`src/rtl/fifo_csr_irq.sv`:
```
// Memory-mapped FIFO with status/control registers and a level-sensitive interrupt.
// Pushes and pops happen through CSR writes and reads. Every read returns its data through a registered response.
module fifo_csr_irq #(
  parameter int WIDTH = 8,
  parameter int DEPTH = 16
) (
  input  logic             clk,
  input  logic             reset,
  input  logic [2:0]       avalon_address,
  input  logic             avalon_write,
  input  logic             avalon_read,
  input  logic [WIDTH-1:0] avalon_writedata,
  output logic [WIDTH-1:0] avalon_readdata,
  output logic             avalon_readdatavalid,
  output logic             full,
  output logic             empty,
  output logic             irq
);

  localparam int AW = $clog2(DEPTH);

  localparam logic [2:0] ADDR_STATUS = 3'd0;
  localparam logic [2:0] ADDR_POP    = 3'd1;
  localparam logic [2:0] ADDR_PUSH   = 3'd2;
  localparam logic [2:0] ADDR_LEVEL  = 3'd3;
  localparam logic [2:0] ADDR_THRESH = 3'd4;
  localparam logic [2:0] ADDR_CTRL   = 3'd5;

  localparam logic [AW:0] THRESH_RST = (AW+1)'(DEPTH / 2);

  logic [WIDTH-1:0] mem [DEPTH];

  logic [AW:0]      wr_ptr;
  logic [AW:0]      rd_ptr;
  logic [AW:0]      occupancy;
  logic [AW:0]      thresh;
  logic             overflow;
  logic             underflow;
  logic             irq_en;

  logic             read_en;
  logic             push_ok;
  logic             push_drop;
  logic             pop_ok;
  logic             pop_empty;
  logic             wr_status;
  logic             wr_thresh;
  logic             wr_ctrl;
  logic [WIDTH-1:0] rd_word;

  assign occupancy = wr_ptr - rd_ptr;
  assign full      = (occupancy == (AW+1)'(DEPTH));
  assign empty     = (occupancy == '0);
  assign irq       = irq_en & ((occupancy >= thresh) | overflow | underflow);

  // A write in the same cycle as a read wins; the read is dropped entirely.
  assign read_en   = avalon_read & ~avalon_write;
  assign push_ok   = avalon_write & (avalon_address == ADDR_PUSH) & ~full;
  assign push_drop = avalon_write & (avalon_address == ADDR_PUSH) & full;
  assign pop_ok    = read_en & (avalon_address == ADDR_POP) & ~empty;
  assign pop_empty = read_en & (avalon_address == ADDR_POP) & empty;
  assign wr_status = avalon_write & (avalon_address == ADDR_STATUS);
  assign wr_thresh = avalon_write & (avalon_address == ADDR_THRESH);
  assign wr_ctrl   = avalon_write & (avalon_address == ADDR_CTRL);

  always_comb begin
    rd_word = '0;
    case (avalon_address)
      ADDR_STATUS: rd_word[3:0] = {underflow, overflow, full, empty};
      ADDR_POP:    if (!empty) rd_word = mem[rd_ptr[AW-1:0]];
      ADDR_LEVEL:  rd_word[AW:0] = occupancy;
      ADDR_THRESH: rd_word[AW:0] = thresh;
      ADDR_CTRL:   rd_word[0] = irq_en;
      default:     rd_word = '0;
    endcase
  end

  // Storage is deliberately left out of reset.
  always_ff @(posedge clk) begin
    if (push_ok) begin
      mem[wr_ptr[AW-1:0]] <= avalon_writedata;
    end
  end

  always_ff @(posedge clk or posedge reset) begin
    if (reset) begin
      wr_ptr               <= '0;
      rd_ptr               <= '0;
      overflow             <= 1'b0;
      underflow            <= 1'b0;
      thresh               <= THRESH_RST;
      irq_en               <= 1'b0;
      avalon_readdata      <= '0;
      avalon_readdatavalid <= 1'b0;
    end else begin
      avalon_readdatavalid <= read_en;
      if (read_en) begin
        avalon_readdata <= rd_word;
      end
      if (push_ok) begin
        wr_ptr <= wr_ptr + 1'b1;
      end
      if (push_drop) begin
        overflow <= 1'b1;
      end
      if (pop_ok) begin
        rd_ptr <= rd_ptr + 1'b1;
      end
      if (pop_empty) begin
        underflow <= 1'b1;
      end
      if (wr_status) begin
        if (avalon_writedata[2]) overflow  <= 1'b0;
        if (avalon_writedata[3]) underflow <= 1'b0;
      end
      if (wr_thresh) begin
        thresh <= avalon_writedata[AW:0];
      end
      // A flush write leaves irq_en alone so software can flush without re-arming.
      if (wr_ctrl) begin
        if (avalon_writedata[1]) begin
          wr_ptr <= '0;
          rd_ptr <= '0;
        end else begin
          irq_en <= avalon_writedata[0];
        end
      end
    end
  end

endmodule

```
`config.mk`:
```
export PLATFORM = sky130hd
export DESIGN_NAME = fifo_csr_irq
export DESIGN_NICKNAME = d
export VERILOG_FILES = /design/src/rtl/fifo_csr_irq.sv
export SDC_FILE = /design/constraint.sdc
export NUM_CORES = 1
export LEC_CHECK = 0
export ABC_AREA = 1
export ABC_CLOCK_PERIOD_IN_PS = 4500
export CORE_ASPECT_RATIO = 2
export CORE_UTILIZATION = 30
export DETAILED_ROUTE_END_ITERATION = 8
export PLACE_DENSITY = 0.47
export SLEW_MARGIN = 20
export SYNTH_ARGS = -nofsm -noshare
export SYNTH_HDL_FRONTEND = slang
export SYNTH_SLANG_ARGS = --single-unit
```
`constraint.sdc`:
```
create_clock -name clk -period 4.5 [get_ports clk]
set_input_delay 0.45 -clock clk [delete_from_list [all_inputs] [get_ports clk]]
set_output_delay 0.45 -clock clk [all_outputs]
set_load 0.005 [all_outputs]
```
# Yosys cells after proc, flatten, opt, wreduce, memory -nomap -nowiden
# Memories as Yosys holds them, arrays and structs flattened.
# Cells that the tools add are included.
# op_classes
n_reduce_logical	3
mux	19
n_eq_ne	6
bitwise_logic	17
order_cmp	1
addsub	3
# ops
cell	n
2-to-1 mux 5 bit	6
one-hot mux 3 bit (4 select lines)	1
AND 1 bit	11
adder 5 x 1 -> 5 bit, second input constant	2
2-to-1 mux 1 bit	8
2-to-1 mux 8 bit	1
== test 3 x 2 -> 1 bit, second input constant	2
== test 3 bit, second input constant	2
== test 5 bit, second input constant	1
>= comparator 5 bit	1
zero test 5 bit	1
one-hot mux 1 bit (5 select lines)	1
subtractor 5 bit	1
inverter 1 bit	4
== test 3 x 1 -> 1 bit, second input constant	1
zero test 3 bit	1
2-to-1 mux 3 bit	1
one-hot mux 1 bit (3 select lines)	1
OR 1 bit	2
AND reduction 2 bit	1
# word_totals
register_bits	27
input_bits	15
ram_bits	128
mem_count	1
# memory_table
name	words	width	read_ports	rd_clocked_by_memory_dff	write_ports	line	rtl
mem	16	8	1	0	1	31	logic [WIDTH-1:0] mem [DEPTH];

# Logic depth before layout (Yosys ltp)
# Gate-level depths: netlist of the first run.
# depth
depth_word	7
mapped_depth	14

# Worst setup path before layout of the first run
# No wires, ideal clock.
# synth_timing
path_kind	register -> register
startpoint	register rd_ptr[3]
endpoint	memory mem[0][0], enable pin
slack_ns	1.956
arrival_ns	2.174
stages_incl_launch_ff	13
path_buffers	1
required_ns	4.130
cell_sequence	dfrtp_1 > inv_1 > clkbuf_1 > ha_1 > a21oi_2 > nand2_1 > nand2_1 > nand2_2 > nand3_2 > nand2_2 > inv_4 > nand2_1 > nor2_1
# synth_between
elab_chain_len	6
# synth_lines
item	line	rtl
start, declared	34	logic [AW:0] rd_ptr;
start signal, assigned	107	rd_ptr <= rd_ptr + 1'b1;
subtractor 5 bit	51	assign occupancy = wr_ptr - rd_ptr;
== test 5 bit	52	assign full = (occupancy == (AW+1)'(DEPTH));
inverter 1 bit	58	assign push_ok = avalon_write & (avalon_address == ADDR_PUSH) & ~full;
AND 1 bit	58	
2-to-1 mux 1 bit	80	if (push_ok) begin
2-to-1 mux 1 bit (implied by the code)	81	mem[wr_ptr[AW-1:0]] <= avalon_writedata;
end, declared	31	
# Every way passes these cells.

# Worst setup path in the final report of the first run
# layout_timing
startpoint	register rd_ptr[2]
endpoint	output irq
# layout_between
elab_chain_len	5
# layout_lines
item	line	rtl
subtractor 5 bit	51	
>= comparator 5 bit	54	assign irq = irq_en & ((occupancy >= thresh) | overflow | underflow);
OR 1 bit (2 in a row)	54	
AND 1 bit	54	
end, declared	17	output logic irq
# Every way passes these cells.

==> flow_summary.yaml, run 1 <==
status:
  outcome: "complete, no violations"
clock_tree:
  clkSlewWorstSetupHoldPaths_ns: 0.06
  ctsLongestPathBuffers: 2
  clock_latency_ns: 0.43
  cts_tree: "yes"
  post_cts_resized: 0
  postCtsHoldBufs: 0
  cts-buffers-inserted: 17
  htreeDepth: 4
  cts.sinks: 155
  post_cts.repair.setup_buffers: 0
  cts_root_buf: "clkbuf_16"
worst_setup_path:
  r2r-start: "rd_ptr[2]"
  rr_worst_depth: 11
  worstSetupEndpointType: "output port"
  crit_path_max_fanout: 17
  arrival_ns: 3.44
  crit_chain: "inv_1 > ha_1 > a21oi_1 > nand2_1 > nand2_1 > nand2_1 > ha_1 > o21ai_0 > nand2_1 > nand2_1 > a21oi_1 > clkdlybuf4s50_1"
  cp_top_family: "buffers and inverters"
  crit_top_cell: "nand2_1"
  endpoint: "irq"
  crit_start: "rd_ptr[2]"
  slowest_delay_ns: 0.72
  r2r_setup_slack_ns: 1.11
  r2r_end: "mem[4][7]"
  startpoint_type: "flop"
  cp_slowest_cell: "dfrtp_1"
  critPathBufInv: 2
  criticalPathCategory: "flop to output port"
  crit_required_ns: 4.05
  cp.depth: 12
global_route:
  antenna_found_initial: 0
  gr-total-overflow: 0
  grt_use_total_pct: 17.48
  grt_max_degree: 68
  grt_pass1_wl_um: 29320
  grt_pass1_vias: 4931
floorplanning:
  io_pins: 27
  start_util_pct: 30.58
  die_area_um2: 23730
  rows: 78
  dieWidth_um: 109.4
  design.core.area_um2: 22640
  die_h_um: 216.9
place:
  port-buffer-count: 26
  gp_congestion: 0.8838
  hpwl_um: 13600
route:
  vias_per_cell: 4.984
  drtIter0Drc: 307
  drc: 0
  dr.pass1.iters: 5
  vias: 4914
  wl_per_cell_um: 19.57
  wirelength_um: 19300
  ant_nets: 0
yosys:
  synth-main-ff-cell: "edfxtp_1"
  yosysTopAreaCell: "edfxtp_1"
  ys_warn_count: 0
  synth_area_um2: 6924
  seq_area_frac_synth_pct: 65.29
  synth_top_area_share_pct: 55.51
  synth_cell_types: 37
  synth-seq-cells: 155
  async_reset_ff_share_pct: 17.42
  avgSynthCellArea_um2: 10.38
  synth_edf_count: 128
  syn_nets: 697
  synthTopCellsByArea: "edfxtp_1 56%, nand2_1 11%, dfrtp_1 9.4%"
  synth_cells: 667
sta:
  min_period_ns: 3.892
  finalSetupTns_ns: 0
  finClkSkew_ns: 0.007907
  worst_slew_pin_slew_ns: 1.016
  slew_violations: 0
  period_share_pct: 86.48
  setup_violations: 0
  worst_hold_slack_ns: 0.3930
  grt_setup_unrepaired: "false"
  clock.fmax_mhz: 256.9
  hold_viol: 0
  max_slew_margin_pct: 32.04
final_layout:
  drive_gt1_share_pct: 7.649
  diodes: 0
  fillers: 2305
  fin_nets: 725
  final_common_cell: "nand2_1"
  syn2layout_area_growth_pct: 16.50
  mostFrequentLayoutCells: "211 x nand2_1, 128 x edfxtp_1, 73 x nand3_1"
pwr:
  p_leak_uw: 0.003196
  powerDensity_nw_per_um2: 556.6
  vdd_drop_max_mv: 0.2973
  p_total_uw: 4490
worst_hold_path:
  min_path_type: "input pin to async pin"
flow_run:
  maxCapViolCount: 0
-- worst min path at each step --
stage / start / depth (start not counted) / endpoint / slack (ns)
floorplan: thresh[1] / 2 / thresh[1] / 0.45
global placement: avalon_readdata[6] / 2 / avalon_readdata[6] / 0.47
detailed placement: avalon_readdata[2] / 2 / avalon_readdata[2] / 0.47
CTS: reset / 3 / irq_en / 0.39
global route: reset / 3 / irq_en / 0.43
finish: reset / 3 / irq_en / 0.39
-- cell type report --
type | instances | area [µm²] | share of cell area, %
sequential | 155 | 4522 | 56.06
multi-input combinational | 445 | 2121 | 26.29
clock buffer | 17 | 425.4 | 5.274
tap | 280 | 350.3 | 4.343
timing repair buffer | 32 | 305.3 | 3.785
clock inverter | 13 | 175.2 | 2.172
inverter | 44 | 167.7 | 2.078
-- kinds of logic (layout without fill, tap and decap cells) --
family	after synthesis	in the layout	share of synthesized area, %
and+or+nand+nor	355	355	21.29
DFF	155	155	65.29
AOI/OAI and AO/OA	70	70	5.891
buffers and inverters	67	106	4.084
adders and majority gates	15	15	2.819
xor gates and xnor gates	5	5	0.6324
-- stage by stage --
step	cell area, µm²	cells	util (%)	worst slack (ns)
after CTS	8066	986	35.63	0.6504
final	8066	986	35.63	0.6082
after global routing	8066	986	35.63	0.2934
after detailed placement	7466	956	32.97	1.127
after global placement	7466	956	32.97	1.164
after floorplan	6924	667	-	1.956
-- synthesized netlist by cell type (2+ instances only) --
cell type	instances
inv_1	38
inv_2	4
o21ai_0	10
nand3_2	2
o211ai_1	2
nand2_1	211
nand2_2	6
dfrtp_1	26
a22o_1	6
nor2_1	55
nand3_1	73
a21o_1	3
edfxtp_1	128
buf_4	3
a21oi_1	34
xor2_1	4
o21ai_1	7
ha_1	14
buf_2	14
nand4_1	3
clkbuf_1	5
a21oi_2	2
nor3_1	3
-- flip-flops by register name (all words and copies together) (netlist names) --
name and cells:
mem 128, avalon_readdata 8, rd_ptr 5, thresh 5
wr_ptr 5, avalon_readdatavalid 1, irq_en 1, overflow 1
underflow 1
-- routing by layer --
layer	wire length [µm]	track usage [%]	up-vias
met5	0	0	-
met4	685	8.222	0
met3	555	3.055	35
met2	11090	33.52	138
met1	6972	17.53	2417
li1	-	-	2324
-- power breakdown --
group	switching, µW	internal (µW)	leakage, µW
clock network	555	915	0.000288
registers	76.4	1630	0.00149
logic	876	439	0.00141
total	1510	2980	0.00320
-- worst register-to-register path, stage by stage, from the launching register on --
cell     delay, ns
dfrtp_1       0.72
inv_1         0.25
ha_1          0.40
a21oi_1       0.23
nand2_1       0.11
nand2_1       0.08
nand2_1       0.09
nand3_2       0.10
nand2_2       0.10
inv_4         0.12
nand2_1       0.15
nor2_1        0.66
(Power assumes the default switching activity.)
==> run 2, diff against run 1 <==
--- a/config.mk
+++ b/config.mk
@@ -11,7 +11,6 @@
 export CORE_UTILIZATION = 30
 export DETAILED_ROUTE_END_ITERATION = 8
 export PLACE_DENSITY = 0.47
-export SLEW_MARGIN = 20
 export SYNTH_ARGS = -nofsm -noshare
 export SYNTH_HDL_FRONTEND = slang
 export SYNTH_SLANG_ARGS = --single-unit
==> results of run 2 <==
No change in the layout: final DEF, timing and power equal those of run 1.
